===== src/rtl/instr_mem_loader_pkg.sv =====
// ---------------------------------------------------------------------------
// kgp_loader_pkg : shared definitions for the instruction-memory loader.
//   BYTE_W / WORD_W : load-stream byte width and instruction word width.
//   loader_state_e  : loader FSM state encodings. ST_CHK exists only when
//                     LOADER_CHECKSUM_EN is defined.
// ---------------------------------------------------------------------------
package kgp_loader_pkg;

   localparam int BYTE_W = 8;
   localparam int WORD_W = 32;

   typedef enum logic [2:0] {
      ST_LEN   = 3'd0,
      ST_DATA  = 3'd1,
      ST_WRITE = 3'd2,
`ifdef LOADER_CHECKSUM_EN
      ST_CHK   = 3'd3,
`endif
      ST_DONE  = 3'd4,
      ST_ERR   = 3'd5
   } loader_state_e;

endpackage : kgp_loader_pkg


===== src/rtl/instr_mem_loader_if.sv =====
// ---------------------------------------------------------------------------
// instr_mem_loader_if : byte load-stream handshake.
//   in_data  : stream byte (master -> slave)
//   in_valid : in_data valid (master -> slave)
//   in_ready : slave can accept; a byte moves on a rising edge with
//              in_valid && in_ready
// Modports: master = stream source, slave = loader.
// ---------------------------------------------------------------------------
interface instr_mem_loader_if;
   import kgp_loader_pkg::*;

   logic [BYTE_W-1:0] in_data;
   logic              in_valid;
   logic              in_ready;

   modport master (output in_data, output in_valid, input  in_ready);
   modport slave  (input  in_data, input  in_valid, output in_ready);

endinterface : instr_mem_loader_if


===== src/rtl/instr_mem_loader_packer.sv =====
// ---------------------------------------------------------------------------
// byte_word_packer : assembles four stream bytes (MSB first) into a word.
//   clk, rst_n   : clock, asynchronous active-low reset
//   clr_i        : drop any partial word and restart at byte 0
//   byte_valid_i : byte_i is consumed this cycle
//   byte_i       : incoming byte
//   word_o       : earlier three bytes concatenated with byte_i
//   word_done_o  : byte_i is the 4th byte; word_o is the complete word
// ---------------------------------------------------------------------------
module byte_word_packer
   import kgp_loader_pkg::*;
(
   input  logic              clk,
   input  logic              rst_n,
   input  logic              clr_i,
   input  logic              byte_valid_i,
   input  logic [BYTE_W-1:0] byte_i,
   output logic [WORD_W-1:0] word_o,
   output logic              word_done_o
);

   // Only the first three bytes need storage; the 4th is forwarded
   // combinationally so the word is available on the edge it arrives.
   logic [WORD_W-BYTE_W-1:0] word_q;
   logic [1:0]               idx_q;

   assign word_o      = {word_q, byte_i};
   assign word_done_o = byte_valid_i && (idx_q == 2'd3);

   always_ff @(posedge clk or negedge rst_n) begin
      if (!rst_n) begin
         word_q <= '0;
         idx_q  <= '0;
      end else if (clr_i) begin
         word_q <= '0;
         idx_q  <= '0;
      end else if (byte_valid_i) begin
         word_q <= word_o[WORD_W-BYTE_W-1:0];
         idx_q  <= idx_q + 2'd1;
      end
   end

endmodule : byte_word_packer


===== src/rtl/instr_mem_loader.sv =====
// ---------------------------------------------------------------------------
// instr_mem_loader : loads N instruction words from a byte stream into
// instruction memory, holding the core in reset until the load completes.
// Stream: length byte N, then 4*N data bytes, MSB of each word first.
//   clk       : clock
//   rst       : asynchronous active-low reset
//   ld        : byte stream (instr_mem_loader_if.slave)
//   mem_we    : one-cycle memory write strobe
//   mem_addr  : memory word address
//   mem_wdata : instruction word
//   cpu_rst   : core reset, high until a successful load
//   done      : load completed (held until reset)
//   error     : load aborted (held until reset)
// Optional macro LOADER_CHECKSUM_EN: after the last word one more byte is
// accepted and compared with the XOR of all data bytes.
// ---------------------------------------------------------------------------
module instr_mem_loader
   import kgp_loader_pkg::*;
#(
   parameter int ADDR_W    = 8,
   parameter int MEM_DEPTH = 256
) (
   input  logic                clk,
   input  logic                rst,
   instr_mem_loader_if.slave   ld,
   output logic                mem_we,
   output logic [ADDR_W-1:0]   mem_addr,
   output logic [WORD_W-1:0]   mem_wdata,
   output logic                cpu_rst,
   output logic                done,
   output logic                error
);

   loader_state_e     state_q, state_d;
   logic [BYTE_W-1:0] n_q,     n_d;
   logic [BYTE_W-1:0] cnt_q,   cnt_d;
   logic [ADDR_W-1:0] addr_q,  addr_d;
   logic [WORD_W-1:0] wdata_q, wdata_d;
`ifdef LOADER_CHECKSUM_EN
   logic [BYTE_W-1:0] csum_q,  csum_d;
`endif

   logic              ready;
   logic              accept;
   logic              pk_clr;
   logic              pk_valid;
   logic [WORD_W-1:0] pk_word;
   logic              pk_word_done;

   byte_word_packer u_packer (
      .clk          (clk),
      .rst_n        (rst),
      .clr_i        (pk_clr),
      .byte_valid_i (pk_valid),
      .byte_i       (ld.in_data),
      .word_o       (pk_word),
      .word_done_o  (pk_word_done)
   );

   always_comb begin
      ready = 1'b0;
      case (state_q)
         ST_LEN, ST_DATA: ready = 1'b1;
`ifdef LOADER_CHECKSUM_EN
         ST_CHK:          ready = 1'b1;
`endif
         default:         ready = 1'b0;
      endcase
   end

   assign accept      = ld.in_valid && ready;
   assign ld.in_ready = ready;

   always_ff @(posedge clk or negedge rst) begin
      if (!rst) begin
         state_q <= ST_LEN;
         n_q     <= '0;
         cnt_q   <= '0;
         addr_q  <= '0;
         wdata_q <= '0;
`ifdef LOADER_CHECKSUM_EN
         csum_q  <= '0;
`endif
      end else begin
         state_q <= state_d;
         n_q     <= n_d;
         cnt_q   <= cnt_d;
         addr_q  <= addr_d;
         wdata_q <= wdata_d;
`ifdef LOADER_CHECKSUM_EN
         csum_q  <= csum_d;
`endif
      end
   end

   always_comb begin
      state_d  = state_q;
      n_d      = n_q;
      cnt_d    = cnt_q;
      addr_d   = addr_q;
      wdata_d  = wdata_q;
`ifdef LOADER_CHECKSUM_EN
      csum_d   = csum_q;
`endif
      pk_clr   = 1'b0;
      pk_valid = 1'b0;

      case (state_q)
         ST_LEN: begin
            // Packer is held clear while waiting for a length byte.
            pk_clr = 1'b1;
            if (accept) begin
               if ((ld.in_data == '0) || (int'(ld.in_data) > MEM_DEPTH)) begin
                  state_d = ST_ERR;
               end else begin
                  state_d = ST_DATA;
                  n_d     = ld.in_data;
                  cnt_d   = '0;
                  addr_d  = '0;
`ifdef LOADER_CHECKSUM_EN
                  csum_d  = '0;
`endif
               end
            end
         end

         ST_DATA: begin
            if (accept) begin
               pk_valid = 1'b1;
`ifdef LOADER_CHECKSUM_EN
               csum_d   = csum_q ^ ld.in_data;
`endif
               if (pk_word_done) begin
                  wdata_d = pk_word;
                  cnt_d   = cnt_q + 1'b1;
                  state_d = ST_WRITE;
               end
            end
         end

         ST_WRITE: begin
            addr_d = addr_q + 1'b1;
            if (cnt_q == n_q) begin
`ifdef LOADER_CHECKSUM_EN
               state_d = ST_CHK;
`else
               state_d = ST_DONE;
`endif
            end else begin
               state_d = ST_DATA;
            end
         end

`ifdef LOADER_CHECKSUM_EN
         ST_CHK: begin
            if (accept) begin
               state_d = (ld.in_data == csum_q) ? ST_DONE : ST_ERR;
            end
         end
`endif

         ST_DONE: state_d = ST_DONE;
         ST_ERR:  state_d = ST_ERR;
         default: state_d = ST_ERR;
      endcase
   end

   assign mem_we    = (state_q == ST_WRITE);
   assign mem_addr  = addr_q;
   assign mem_wdata = wdata_q;
   assign done      = (state_q == ST_DONE);
   assign error     = (state_q == ST_ERR);
   assign cpu_rst   = (state_q != ST_DONE);

endmodule : instr_mem_loader


===== src/flat_wrapper.sv =====
// flat-port wrapper written by rule: the top's interface ports become plain ports
module instr_mem_loader_flat import kgp_loader_pkg::*;
#(
   parameter int ADDR_W    = 8,
   parameter int MEM_DEPTH = 256
)
  (clk, rst, mem_we, mem_addr, mem_wdata, cpu_rst, done, error, ld_in_data, ld_in_valid, ld_in_ready);
  instr_mem_loader_if ld_i ();
  input  logic clk;
  input  logic rst;
  output logic mem_we;
  output logic [ADDR_W-1:0] mem_addr;
  output logic [WORD_W-1:0] mem_wdata;
  output logic cpu_rst;
  output logic done;
  output logic error;
  input wire logic [$bits(ld_i.in_data)-1:0] ld_in_data;
  input wire logic [$bits(ld_i.in_valid)-1:0] ld_in_valid;
  output wire logic [$bits(ld_i.in_ready)-1:0] ld_in_ready;
  assign ld_i.in_data = ld_in_data;
  assign ld_i.in_valid = ld_in_valid;
  assign ld_in_ready = ld_i.in_ready;
  instr_mem_loader #(.ADDR_W(ADDR_W), .MEM_DEPTH(MEM_DEPTH)) u_core (.clk(clk), .rst(rst), .ld(ld_i), .mem_we(mem_we), .mem_addr(mem_addr), .mem_wdata(mem_wdata), .cpu_rst(cpu_rst), .done(done), .error(error));
endmodule

===== config.mk =====
export PLATFORM = sky130hd
export DESIGN_NAME = instr_mem_loader_flat
export DESIGN_NICKNAME = d
export VERILOG_FILES = /design/src/rtl/instr_mem_loader_pkg.sv /design/src/rtl/instr_mem_loader_if.sv /design/src/rtl/instr_mem_loader_packer.sv /design/src/rtl/instr_mem_loader.sv /design/src/flat_wrapper.sv
export SDC_FILE = /design/constraint.sdc
export NUM_CORES = 1
export LEC_CHECK = 0
export BUFFER_PORTS_ARGS = -buffer_cell sky130_fd_sc_hd__buf_4
export CORE_ASPECT_RATIO = 2
export CORE_MARGIN = 8
export CORE_UTILIZATION = 40
export CTS_CLUSTER_SIZE = 25
export DETAILED_ROUTE_END_ITERATION = 16
export PLACE_DENSITY = 0.56
export SLEW_MARGIN = 20
export SYNTH_ARGS = -nofsm -noshare
export SYNTH_HDL_FRONTEND = slang
export SYNTH_SLANG_ARGS = --single-unit

===== constraint.sdc =====
create_clock -name clk -period 2.3 [get_ports clk]
set_clock_uncertainty 0.05 [all_clocks]
set_input_delay 0.46 -clock clk [delete_from_list [all_inputs] [get_ports clk]]
set_output_delay 0.46 -clock clk [all_outputs]
set_load 0.02 [all_outputs]

# Word level (Yosys, flattened, before mapping)
# Index checks and enable logic that the tools add are counted.
word_totals:
  wordCells: 55
  ff_bits: 85
  output_inout_bits: 45
  in_bits: 11
op_classes:
  mux: 20
  eq_ne: 11
  reduce_logical: 13
  addsub: 3
  bitwise_logic: 1
ops:
  columns: ["cell", "count"]
  rows:
  - ["24-bit 2-to-1 mux", 2]
  - ["8-bit 2-to-1 mux", 4]
  - ["8-bit case mux with 2 select lines", 2]
  - ["8-bit by 1-bit adder with 8-bit output, second input constant", 2]
  - ["3-bit 2-to-1 mux", 5]
  - ["3-bit case mux with 4 select lines", 1]
  - ["3-bit AND reduction", 4]
  - ["8-bit equality test", 1]
  - ["8-bit zero test", 1]
  - ["3-bit equality test, second input constant", 2]
  - ["2-bit by 1-bit != test with 1-bit output, second input constant", 3]
  - ["2-bit nonzero test", 3]
  - ["5-bit AND reduction", 1]
  - ["1-bit 2-to-1 mux", 4]
  - ["2-bit 2-to-1 mux", 2]
  - ["3-bit by 1-bit equality test with 1-bit output, second input constant", 1]
  - ["3-bit by 2-bit equality test with 1-bit output, second input constant", 1]
  - ["3-bit zero test", 1]
  - ["3-bit != test, second input constant", 1]
  - ["2-bit by 1-bit adder with 2-bit output, second input constant", 1]
  - ["2-bit equality test, second input constant", 1]
  - ["1-bit logical AND", 2]
  - ["2-bit != test, second input constant", 1]
  - ["2-bit OR reduction", 1]
  - ["1-bit NOT", 1]

# Longest topological paths before layout
# Gate-level depths: netlist of the first run.
logic_depth:
  depth_word: 10
  mapped_depth: 7
  mapped_depth_nobuf: 5

# Modules after synthesis
# From an unflattened synthesis of the first run, not the netlist that was laid out.
hier_totals:
  hier_cells: 295
  hier_area_um2: 3734.8
by_module_without_submodules:
  columns: ["module", "area_per_inst_um2", "cells_per_inst", "instances"]
  rows:
  - ["instr_mem_loader", 2581.2, 201, 1]
  - ["byte_word_packer", 1153.6, 94, 1]

# Least setup slack after synthesis of the first run
# OpenSTA, ideal clock, no wires.
synth_timing:
  path_type: "register to register"
  start: "register u_core.state_q[2]"
  end: "register u_core.n_q[1]"
  slack_ns: 0.446
  setup_ns: 0.125
  period_less_slack_ns: 1.854
  required_ns: 2.125
  path_buffers: 1
  stages_incl_launch_ff: 5
  arrival_time_ns: 1.679
  cell_sequence: "dfrtp_1 > or3b_1 > clkbuf_2 > a211oi_4 > mux2_2"
synth_between:
  elab_chain_cells: 5
  elab_cells_between_ends: 6
  classes_between: "1 x eq/ne; 1 x mux; 4 x reduce/logical"
synth_lines:
  columns: ["item", "line_no", "text"]
  rows:
  - ["from (decl)", "instr_mem_loader.sv:34", "loader_state_e state_q, state_d;"]
  - ["from (signal assigned)", "instr_mem_loader.sv:85", "state_q <= state_d;"]
  - ["3-bit by 1-bit equality test with 1-bit output or 3-bit zero test (tied branches)", "instr_mem_loader.sv:62, instr_mem_loader.sv:108", null]
  - ["2-bit OR reduction", "instr_mem_loader.sv:62", "case (state_q)"]
  - ["1-bit 2-to-1 mux", "instr_mem_loader.sv:62", null]
  - ["1-bit logical AND", "instr_mem_loader.sv:71", "assign accept = ld.in_valid && ready;"]
  - ["3-bit AND reduction (no line) (*)", null, null]
  - ["to (signal assigned)", "instr_mem_loader.sv:86", "n_q <= n_d;"]
  - ["to (decl)", "instr_mem_loader.sv:35", "logic [BYTE_W-1:0] n_q, n_d;"]
# Mark *: on every way between the ends. The rest lies on a longest branch, timed or not.
# A chain may end at the register's enable or synchronous reset.

# Final worst setup path of the first run
layout_timing:
  start: "register u_core.state_q[0]"
  end: "output port mem_we"
layout_between:
  elab_chain_cells: 1
layout_lines:
  columns: ["item", "line_no", "text"]
  rows:
  - ["3-bit by 2-bit equality test with 1-bit output", "instr_mem_loader.sv:168", "assign mem_we = (state_q == ST_WRITE);"]
  - ["to (decl)", "flat_wrapper.sv:11", "output logic mem_we;"]
# Every way passes these cells.

==> results of run 1 <==
-- registers in the layout (all words and copies together) (netlist names) --
name,flops
u_core.mem_wdata,32
u_core.u_packer.word_q,24
u_core.cnt_q,8
u_core.mem_addr,8
u_core.n_q,8
u_core.state_q,3
u_core.u_packer.idx_q,2
-- cells in the final DEF (no fill, tap or decap), types with 2 or more instances in the layout --
cell type and count:
sky130_fd_sc_hd__a21oi_1 7, sky130_fd_sc_hd__a22o_1 24, sky130_fd_sc_hd__and3_1 2, sky130_fd_sc_hd__buf_12 2, sky130_fd_sc_hd__buf_4 63, sky130_fd_sc_hd__bufinv_16 2, sky130_fd_sc_hd__clkbuf_1 2, sky130_fd_sc_hd__clkbuf_16 9
sky130_fd_sc_hd__clkbuf_8 2, sky130_fd_sc_hd__clkinv_1 2, sky130_fd_sc_hd__dfrtp_1 85, sky130_fd_sc_hd__ha_1 3, sky130_fd_sc_hd__inv_1 5, sky130_fd_sc_hd__mux2_2 15, sky130_fd_sc_hd__nand2_1 86, sky130_fd_sc_hd__nand3_1 7
sky130_fd_sc_hd__nand4_1 5, sky130_fd_sc_hd__nor2_1 7, sky130_fd_sc_hd__nor3_1 4, sky130_fd_sc_hd__nor4_1 5, sky130_fd_sc_hd__o21ai_0 7, sky130_fd_sc_hd__o31ai_1 2, sky130_fd_sc_hd__or4_1 2, sky130_fd_sc_hd__xnor2_1 2
sky130_fd_sc_hd__xor2_1 11
-- layout make-up --
type	instances	area, um2
fill	775	4141
sequential	85	2127
multi-input combinational	211	1324
timing repair buffer	65	513.0
clock buffer	13	260.3
tap	100	125.1
clock inverter	3	67.56
inverter	8	30.03
-- per-layer routing --
metal / wire [um] / up-vias / global-route usage (%)
met5: 0 / - / 0
met4: 231 / 0 / 7.217
met1: 3389 / 1291 / 16.90
met2: 4509 / 56 / 25.11
met3: 446 / 16 / 3.804
li1: - / 1237 / -
-- report_power, final --
part / internal, mW / switching (mW) / total, mW
Sequential: 2.07 / 0.464 / 2.53
Combinational: 0.902 / 0.998 / 1.90
Clock: 1.01 / 0.567 / 1.58
Total: 3.98 / 2.03 / 6.01
-- how the worst max path moves through the flow --
stage	from	cells past startpoint	end	slack (ns)
floorplan	u_core.state_q[2]$_DFFE_PN0P_	4	u_core.n_q[1]$_DFFE_PN0P_	0.45
global placement	ld_in_valid	4	u_core.n_q[4]$_DFFE_PN0P_	0.22
detailed placement	ld_in_valid	4	u_core.n_q[2]$_DFFE_PN0P_	0.22
CTS	u_core.state_q[0]$_DFFE_PN0P_	3	mem_we	0.03
global route	u_core.state_q[0]$_DFFE_PN0P_	3	mem_we	0.07
finish	u_core.state_q[0]$_DFFE_PN0P_	3	mem_we	0.14
-- synthesized netlist by cell type (4+ instances only) --
cell,n,area (um2)
sky130_fd_sc_hd__buf_2,6,30.03
sky130_fd_sc_hd__clkbuf_1,6,22.52
sky130_fd_sc_hd__nor2_1,7,26.28
sky130_fd_sc_hd__nand2_1,86,322.8
sky130_fd_sc_hd__a22o_1,24,210.2
sky130_fd_sc_hd__o21ai_0,7,35.03
sky130_fd_sc_hd__inv_1,5,18.77
sky130_fd_sc_hd__xor2_1,11,96.34
sky130_fd_sc_hd__a21oi_1,7,35.03
sky130_fd_sc_hd__dfrtp_1,85,2127
sky130_fd_sc_hd__nand3_1,7,35.03
sky130_fd_sc_hd__nand4_1,5,31.28
sky130_fd_sc_hd__mux2_2,15,168.9
sky130_fd_sc_hd__nor3_1,4,20.02
sky130_fd_sc_hd__nor4_1,5,31.28
-- worst register-to-register path, delay by kind of cell, from the launching register on --
family           cells  cell delay (ns)
AND/OR/NAND/NOR      1             0.53
flip-flops           1             0.48
AO/OA/AOI/OAI        1             0.49
multiplexers         1             0.39
-- cells by family (layout without fill, tap and decap cells) --
kind of cell | after synthesis | after routing
AOI/OAI and AO/OA | 53 | 53
and+or+nand+nor | 126 | 126
muxes | 16 | 16
adders and majority gates | 3 | 3
DFF | 85 | 85
xor gates and xnor gates | 13 | 13
buffers and inverters | 23 | 89
==> results by group, run 1 <==
CTS
  – CTS tree: yes
  – CTS clk-pin slew, worst paths: 0.06 ns
  – TritonCTS buffer count: 9
  – Count of hold buffers inserted by post-cts repair: 0
  – Depth of the CTS H-tree: 3
  – Number of sinks on the clock net: 85
  – Buffers inserted by post-CTS timing repair: 0
  – Post-CTS sizing: 0
  – Number of buffers on the longest clock path: 2
  – Clock insertion delay at the later pin of the skew report: 0.34 ns
  – Root cell of the clock tree: sky130_fd_sc_hd__clkbuf_16

Floorplanning
  – Effective utilization at floorplan: 41.20%
  – Height of the die: 149.0 um
  – Boundary pin count: 56
  – Placeable core region: 8588 um2
  – Die width: 82.51 um
  – Std-Cell Rows: 48
  – Floorplan die area: 12290 um2

Synthesis
  – Multiplexer area fraction after synthesis: 5.057%
  – Synth Area in Compound Gates: 11.70%
  – Area share of fa/ha/maj cells after synthesis: 1.061%
  – Seq/Total Area, Yosys: 60.11%
  – Ys Warns: 0
  – Dominant combinational cell family by area after synthesis: simple AND/OR/NAND/NOR gates
  – Synthesized area: 3538 um2
  – Post-synthesis sequential element count: 85
  – Synth Area in XOR/XNOR: 3.218%
  – Post-synth cell types: 46
  – Syn nets: 333
  – Async set-reset flop share out of synthesis: 100.0%
  – Count of mapped cells out of synthesis: 319
  – Area share of and/or/nand/nor cells after synthesis: 16.05%
  – Post-synthesis average cell area: 11.09 um2
  – EDFF count, synth: 0
  – Leading register cell type out of synthesis: sky130_fd_sc_hd__dfrtp_1

Critical path
  – CP arrival: 1.65 ns
  – Crit-path max FO: 8
  – Family with the most delay on the worst path: flip-flops
  – Worst-path cell with the longest stage delay: sky130_fd_sc_hd__dfrtp_1
  – Crit Path Class: reg2out
  – Worst Path Required: 1.79 ns
  – CP cell instances: or3b_4, clkinv_1, buf_4
  – Startpoint of the most critical register-to-register path: u_core.state_q[2]$_DFFE_PN0P_
  – Slowest Stage Delay on Critical Path: 0.50 ns
  – Buffer and inverter count on the worst path: 2
  – Critical register-to-register path endpoint: u_core.n_q[5]$_DFFE_PN0P_
  – Depth of the worst register-to-register path: 3
  – Startpoint type of the worst setup path: flip-flop
  – Register-to-Register Setup Slack: 0.24 ns
  – Capturing element type of the critical path: output port

Timing
  – Final hold viol count: 0
  – Final worst slack: 0.1411 ns
  – Final min period: 2.159 ns
  – Setup repair after global routing missed its margin: no
  – Slew margin rel.: 57.54%
  – Worst-case hold slack: 0.07650 ns
  – Max-slew violation total from the final report: 0
  – Max Clk Rate: 463.2 MHz
  – Slew at the pin closest to its max-slew limit: 0.6326 ns
  – Final critical-path share of the clock period: 93.86%
  – Setup total negative slack: 0 ns
  – Endpoints failing setup: 0

Run
  – Max Cap Violations: 0

GRT
  – First-pass GRT wire length: 13970 um
  – Initial antenna violation count: 0
  – Aggregate global-route resource usage: 14.99%
  – Total global routing overflow: 0
  – Maximum number of pins on one net before global-route repair: 46
  – Number of global-route vias before repair: 2683

Placement
  – Pre-CTS setup slack: 0.2192 ns
  – Cell count after placement: 469
  – Routability cong.: 0.7940
  – Count of buffers inserted at the top-level ports: 55
  – Post-placement cell area: 4116 um2
  – DP HPWL: 6183 um

Power
  – Power consumption: 6.007 mW
  – Leakage power total: 2.204 nW
  – Power per cell area: 1351 nW/um2
  – Largest voltage drop on the vdd net: 705.0 uV

Drt
  – Number of design rule violations left after detail routing: 0
  – DRC violation total after the first TritonRoute iteration: 253
  – Initial DRT Pass Iterations: 4
  – Final WL: 8576 um
  – Number of routed nets with antenna violations: 0
  – Avg Vias per Cell: 5.361
  – Detail-routed net length per standard cell: 17.68 um
  – Vias after detailed routing: 2600

Layout
  – Total Nets Final: 394
  – Cell area after layout: 4447 um2
  – Final non-filler cell total: 485
  – Diode count: 0
  – Share of layout cells above drive strength 1: 26.23%
  – Util after Layout: 51.78%
  – Synthesis-to-layout area growth: 25.67%

Hold path
  – Worst Hold Class: in2async

Status
  – Status: complete, no violations
No activity file was read; power rests on OpenSTA's default activity.
==> inputs of run 2 (changes only) <==
==> constraint.sdc (replaced) <==
create_clock -name clk -period 2.32 [get_ports clk]
set_clock_uncertainty 0.05 [all_clocks]
set_input_delay 0.464 -clock clk [delete_from_list [all_inputs] [get_ports clk]]
set_output_delay 0.464 -clock clk [all_outputs]
set_load 0.02 [all_outputs]
==> results by group, run 2 (synthesis gave the netlist of run 1 again) <==
Drt
  – DRC violation total after the first TritonRoute iteration: 101 (was 253)
  – Vias after detailed routing: 2592 (was 2600)
  – Detail-routed net length per standard cell: 17.66 um (was 17.68 um)
  – Initial DRT Pass Iterations: 4 (unchanged)
  – Number of routed nets with antenna violations: 0 (unchanged)
  – Number of design rule violations left after detail routing: 0 (unchanged)
  – Avg Vias per Cell: 5.311 (was 5.361)
  – Final WL: 8616 um (was 8576 um)

Critical path
  – Crit-path max FO: 8 (unchanged)
  – Crit Path Class: reg2out (unchanged)
  – Startpoint type of the worst setup path: flip-flop (unchanged)
  – Worst Path Required: 1.81 ns (was 1.79 ns)
  – Capturing element type of the critical path: output port (unchanged)
  – CP arrival: 1.62 ns (was 1.65 ns)

Layout
  – Number of inserted filler cells in the final layout: 769 (was 775)
  – Diode count: 0 (unchanged)
  – Total Nets Final: 397 (was 394)
  – Synthesis-to-layout area growth: 26.49% (was 25.67%)
  – Final non-filler cell total: 488 (was 485)
  – Share of layout cells above drive strength 1: 26.80% (was 26.23%)
  – Largest register FFs: 32 (unchanged)
  – Top library cells by usage in the layout, fill and taps aside: sky130_fd_sc_hd__nand2_1 (86), sky130_fd_sc_hd__dfrtp_1 (85), sky130_fd_sc_hd__buf_4 (67) (was sky130_fd_sc_hd__nand2_1 (86), sky130_fd_sc_hd__dfrtp_1 (85), sky130_fd_sc_hd__buf_4 (63))
  – Multi-input gate area in the final layout: 1321 um2 (was 1324 um2)
  – Register area: 2127 um2 (unchanged)
  – Util after Layout: 52.11% (was 51.78%)
  – Commonest non-fill, non-tap cell in the layout: sky130_fd_sc_hd__nand2_1 (unchanged)

Hold path
  – Worst Hold Class: in2async (unchanged)

Floorplanning
  – Boundary pin count: 56 (unchanged)
  – Die width: 82.51 um (unchanged)
  – Placeable core region: 8588 um2 (unchanged)
  – Floorplan die area: 12290 um2 (unchanged)
  – Effective utilization at floorplan: 41.20% (unchanged)
  – Std-Cell Rows: 48 (unchanged)
  – Height of the die: 149.0 um (unchanged)

CTS
  – Depth of the CTS H-tree: 3 (unchanged)
  – Clock insertion delay at the later pin of the skew report: 0.34 ns (about the same)
  – Root cell of the clock tree: sky130_fd_sc_hd__clkbuf_16 (unchanged)
  – CTS tree: yes (unchanged)
  – Buffers inserted by post-CTS timing repair: 0 (unchanged)
  – Number of buffers on the longest clock path: 2 (unchanged)
  – Post-CTS sizing: 0 (unchanged)
  – CTS clk-pin slew, worst paths: 0.06 ns (about the same)
  – TritonCTS buffer count: 9 (unchanged)
  – Count of hold buffers inserted by post-cts repair: 0 (unchanged)
  – Number of sinks on the clock net: 85 (unchanged)

GRT
  – Number of global-route vias before repair: 2689 (was 2683)
  – Initial antenna violation count: 0 (unchanged)
  – Aggregate global-route resource usage: 15.09% (was 14.99%)
  – Maximum number of pins on one net before global-route repair: 39 (was 46)
  – First-pass GRT wire length: 14070 um (was 13970 um)
  – Total global routing overflow: 0 (unchanged)

Timing
  – Max-slew violation total from the final report: 0 (unchanged)
  – Setup total negative slack: 0 ns (unchanged)
  – Final min period: 2.133 ns
  – Setup repair after global routing missed its margin: no (unchanged)
  – Final critical-path share of the clock period: 91.94%
  – Max Clk Rate: 468.8 MHz
  – Slew at the pin closest to its max-slew limit: 0.6935 ns (was 0.6326 ns)
  – Endpoints failing setup: 0 (unchanged)
  – Final hold viol count: 0 (unchanged)
  – Worst-case hold slack: 0.001495 ns (was 0.07650 ns)
  – Slew margin rel.: 53.46% (was 57.54%)
  – Final worst slack: 0.1871 ns (was 0.1411 ns)

Power
  – Power per cell area: 1357 nW/um2 (was 1351 nW/um2)
  – Largest voltage drop on the vdd net: 588.9 uV (was 705.0 uV)
  – Leakage power total: 2.225 nW (was 2.204 nW)

Placement
  – Pre-CTS setup slack: 0.2136 ns (was 0.2192 ns)
  – Count of buffers inserted at the top-level ports: 55 (unchanged)
  – Cell count after placement: 472 (was 469)
  – Routability cong.: 0.8186 (was 0.7940)
  – DP HPWL: 6322 um (was 6183 um)

Status
  – Status: complete, no violations (unchanged)

Run
  – Max Cap Violations: 0 (unchanged)
## run 2: routing by layer
metal,vias up,part of all wire (%),GRT usage [%]
met1,1288,40,17.14
li1,1233,-,-
met4,0,2.4,7.217
met3,14,5.2,3.865
met2,57,53,25.15
met5,-,0,0
## run 2: path summary, 6_finish.rpt
path	from	end	slack, ns	depth (start not counted)
max in group asynchronous	rst	u_core.mem_addr[1]$_DFFE_PN0P_	1.63	2
min	rst	u_core.mem_wdata[21]$_DFFE_PN0P_	0.001	1
max reg2reg	u_core.state_q[2]$_DFFE_PN0P_	u_core.n_q[3]$_DFFE_PN0P_	0.27	3
max	u_core.state_q[0]$_DFFE_PN0P_	mem_we	0.19	3
min reg2reg	u_core.mem_wdata[8]$_DFFE_PN0P_	u_core.mem_wdata[8]$_DFFE_PN0P_	0.42	2
min in group clk	ld_in_data[6]	u_core.u_packer.word_q[6]$_DFFE_PN0P_	0.32	2
## run 2: area by class of cell
| cell class | count | share of cell area, % |
|---|---|---|
| clock buffer | 11 | 5.424 |
| multi-input combinational | 211 | 29.52 |
| inverter | 8 | 0.6710 |
| sequential | 85 | 47.53 |
| timing repair buffer | 68 | 11.69 |
| clock inverter | 5 | 2.376 |
| tap | 100 | 2.796 |
## run 2: power by group
| group | total, mW | internal (mW) | switching (mW) |
|---|---|---|---|
| registers | 2.51 | 2.05 | 0.466 |
| logic | 1.89 | 0.898 | 0.992 |
| clock network | 1.67 | 1.09 | 0.588 |
## run 2: metrics by stage
step	power, mW	instance area [um2]
floorplan	3.603	3538
CTS	6.160	4476
global route	6.437	4476
finish	6.075	4476
global placement	4.411	4126
detailed placement	4.469	4126
## run 2: worst max-delay path, cell delays in order (launching register included)
cell and delay, ns:
sky130_fd_sc_hd__dfrtp_1 0.49, sky130_fd_sc_hd__or3b_1 0.54, sky130_fd_sc_hd__clkinv_1 0.10, sky130_fd_sc_hd__buf_4 0.14
==> inputs of run 3 (changes only) <==
==> constraint.sdc (replaced) <==
create_clock -name clk -period 2.32 [get_ports clk]
set_clock_uncertainty 0.05 [all_clocks]
set_input_delay 0.464 -clock clk [delete_from_list [all_inputs] [get_ports clk]]
set_output_delay 0.464 -clock clk [all_outputs]
set_load 0.005 [all_outputs]
==> results by group, run 3 (synthesis gave the netlist of run 1 again) <==
Floorplanning
  – Placeable core region: 8588 um2 (unchanged)
  – Boundary pin count: 56 (unchanged)
  – Floorplan die area: 12290 um2 (unchanged)
  – Height of the die: 149.0 um (unchanged)
  – Die width: 82.51 um (unchanged)
  – Effective utilization at floorplan: 41.20% (unchanged)
  – Std-Cell Rows: 48 (unchanged)

CTS
  – Buffers inserted by post-CTS timing repair: 0 (unchanged)
  – Root cell of the clock tree: sky130_fd_sc_hd__clkbuf_16 (unchanged)
  – Depth of the CTS H-tree: 3 (unchanged)
  – Number of sinks on the clock net: 85 (unchanged)
  – Number of buffers on the longest clock path: 2 (unchanged)
  – Clock insertion delay at the later pin of the skew report: 0.34 ns (about the same)
  – CTS clk-pin slew, worst paths: 0.06 ns (about the same)
  – CTS tree: yes (unchanged)
  – TritonCTS buffer count: 9 (unchanged)

Critical path
  – CP arrival: 1.64 ns (was 1.62 ns)
  – Register-to-Register Setup Slack: 0.29 ns (was 0.27 ns)
  – Startpoint type of the worst setup path: flip-flop (unchanged)
  – Critical register-to-register path endpoint: u_core.n_q[3]$_DFFE_PN0P_ (unchanged)
  – Startpoint of the most critical register-to-register path: u_core.state_q[2]$_DFFE_PN0P_ (unchanged)
  – Capturing element type of the critical path: output port (unchanged)
  – Crit Path Class: reg2out (unchanged)
  – Worst Path Required: 1.81 ns (about the same)
  – Crit-path max FO: 8 (unchanged)
  – Depth of the worst register-to-register path: 3 (unchanged)

Timing
  – Final hold viol count: 0 (unchanged)
  – Max Clk Rate: 465.3 MHz (was 468.8 MHz)
  – Endpoints failing setup: 0 (unchanged)
  – Setup total negative slack: 0 ns (unchanged)
  – Slew at the pin closest to its max-slew limit: 0.6357 ns (was 0.6935 ns)
  – Setup repair after global routing missed its margin: no (unchanged)
  – Max-slew violation total from the final report: 0 (unchanged)
  – Final critical-path share of the clock period: 92.64% (was 91.94%)
  – Final min period: 2.149 ns (was 2.133 ns)
  – Slew margin rel.: 57.34% (was 53.46%)

Power
  – Leakage power total: 2.205 nW (was 2.225 nW)
  – Largest voltage drop on the vdd net: 540.2 uV (was 588.9 uV)
  – Power consumption: 5.533 mW (was 6.075 mW)
  – Internal Pwr Total: 3.851 mW (was 4.030 mW)
  – Part of the power in combinational logic: 27.5% (was 31.1%)
  – Reported net switching power: 1.682 mW (was 2.045 mW)
  – Power per cell area: 1245 nW/um2 (was 1357 nW/um2)
  – Flop pwr share: 45.3% (was 41.4%)
  – Clock network power share: 27.2% (was 27.5%)
  – Switching power as a share of total power: 30.39% (was 33.66%)

GRT
  – Number of global-route vias before repair: 2655 (was 2689)
  – First-pass GRT wire length: 14010 um (was 14070 um)
  – Total global routing overflow: 0 (unchanged)
  – Aggregate global-route resource usage: 15.15% (was 15.09%)
  – Initial antenna violation count: 0 (unchanged)
  – Maximum number of pins on one net before global-route repair: 74 (was 39)

Layout
  – Commonest non-fill, non-tap cell in the layout: sky130_fd_sc_hd__nand2_1 (unchanged)
  – Diode count: 0 (unchanged)
  – Final non-filler cell total: 487 (was 488)
  – Largest register FFs: 32 (unchanged)
  – Top library cells by usage in the layout, fill and taps aside: sky130_fd_sc_hd__nand2_1 (86), sky130_fd_sc_hd__dfrtp_1 (85), sky130_fd_sc_hd__buf_4 (65) (was sky130_fd_sc_hd__nand2_1 (86), sky130_fd_sc_hd__dfrtp_1 (85), sky130_fd_sc_hd__buf_4 (67))
  – Share of layout cells above drive strength 1: 26.87% (was 26.80%)
  – Cell area after layout: 4444 um2 (was 4476 um2)
  – Synthesis-to-layout area growth: 25.60% (was 26.49%)
  – Total Nets Final: 396 (was 397)

Drt
  – Avg Vias per Cell: 5.312 (was 5.311)
  – DRC violation total after the first TritonRoute iteration: 145 (was 101)
  – Vias after detailed routing: 2587 (was 2592)
  – Initial DRT Pass Iterations: 4 (unchanged)
  – Final WL: 8439 um (was 8616 um)
  – Number of routed nets with antenna violations: 0 (unchanged)
  – Detail-routed net length per standard cell: 17.33 um (was 17.66 um)
  – Number of design rule violations left after detail routing: 0 (unchanged)

Placement
  – DP HPWL: 6195 um (was 6322 um)
  – Routability cong.: 0.8165 (was 0.8186)
  – Cell count after placement: 470 (was 472)
  – Count of buffers inserted at the top-level ports: 55 (unchanged)
  – Post-placement cell area: 4111 um2 (was 4126 um2)

Hold path
  – Min-delay src: ld_in_data[6]
  – Min-Delay Path Depth: 2
  – Worst Hold Endpoint: u_core.u_packer.word_q[6]$_DFFE_PN0P_
  – Worst Hold Class: in2reg (was in2async)

Status
  – Status: complete, no violations (unchanged)

Run
  – Max Cap Violations: 0 (unchanged)
## run 3: worst max path at each step
stage	depth (start not counted)	from	slack [ns]	end
after global routing	3	u_core.state_q[1]$_DFFE_PN0P_	0.11	mem_we
after detailed placement	4	ld_in_valid	0.22	u_core.n_q[5]$_DFFE_PN0P_
after global placement	4	ld_in_valid	0.23	u_core.n_q[4]$_DFFE_PN0P_
after floorplan	4	u_core.state_q[2]$_DFFE_PN0P_	0.47	u_core.n_q[1]$_DFFE_PN0P_
after CTS	3	u_core.state_q[0]$_DFFE_PN0P_	0.04	mem_we
final	3	u_core.state_q[0]$_DFFE_PN0P_	0.17	mem_we
## run 3: area by class of cell
cell class | count | area, um2
timing repair buffer | 67 | 518.0
clock inverter | 4 | 53.80
multi-input combinational | 211 | 1324
inverter | 8 | 30.03
sequential | 85 | 2127
tap | 100 | 125.1
clock buffer | 12 | 266.5
fill | 777 | 4144
## run 3: timing repair
item                                   CTS  global route
gates resized for setup                  0             1
endpoints found under the hold margin   12             0
hold buffers                             1             0
setup endpoints to repair                0             1
## run 3: metrics by stage
stage / utilization (%) / worst slack [ns] / hold WS, ns
2_1_floorplan: - / 0.4657 / 0.1184
3_5_place_dp: 47.87 / 0.2238 / 0.2775
4_1_cts: 51.72 / 0.03557 / 0.3209
5_1_grt: 51.75 / 0.1078 / 0.3294
6_report: 51.75 / 0.1707 / 0.3277
3_3_place_gp: 47.87 / 0.2345 / 0.2703
## run 3: power by group through the flow
stage	sequential (mW)	combinational, mW	clock [mW]
6_report	2.51	1.52	1.50
5_1_grt	2.59	1.71	1.60
4_1_cts	2.51	1.57	1.54
3_5_place_dp	2.54	1.56	0
3_3_place_gp	2.52	1.54	0
2_1_floorplan	2.42	0.849	0
## run 3: critical path, cell delays in order (launching register included)
cell and delay [ns]:
sky130_fd_sc_hd__dfrtp_1 0.50, sky130_fd_sc_hd__or3b_4 0.48, sky130_fd_sc_hd__clkinv_1 0.17, sky130_fd_sc_hd__buf_4 0.14
## run 3: metal layers
metal	routed length, um	part of all wire, %	global-route usage (%)	vias up
met2	4490	53	25.46	58
met1	3326	39	17.30	1274
li1	-	-	-	1242
met3	436	5.2	3.623	13
met5	0	0	0	-
met4	185	2.2	6.957	0
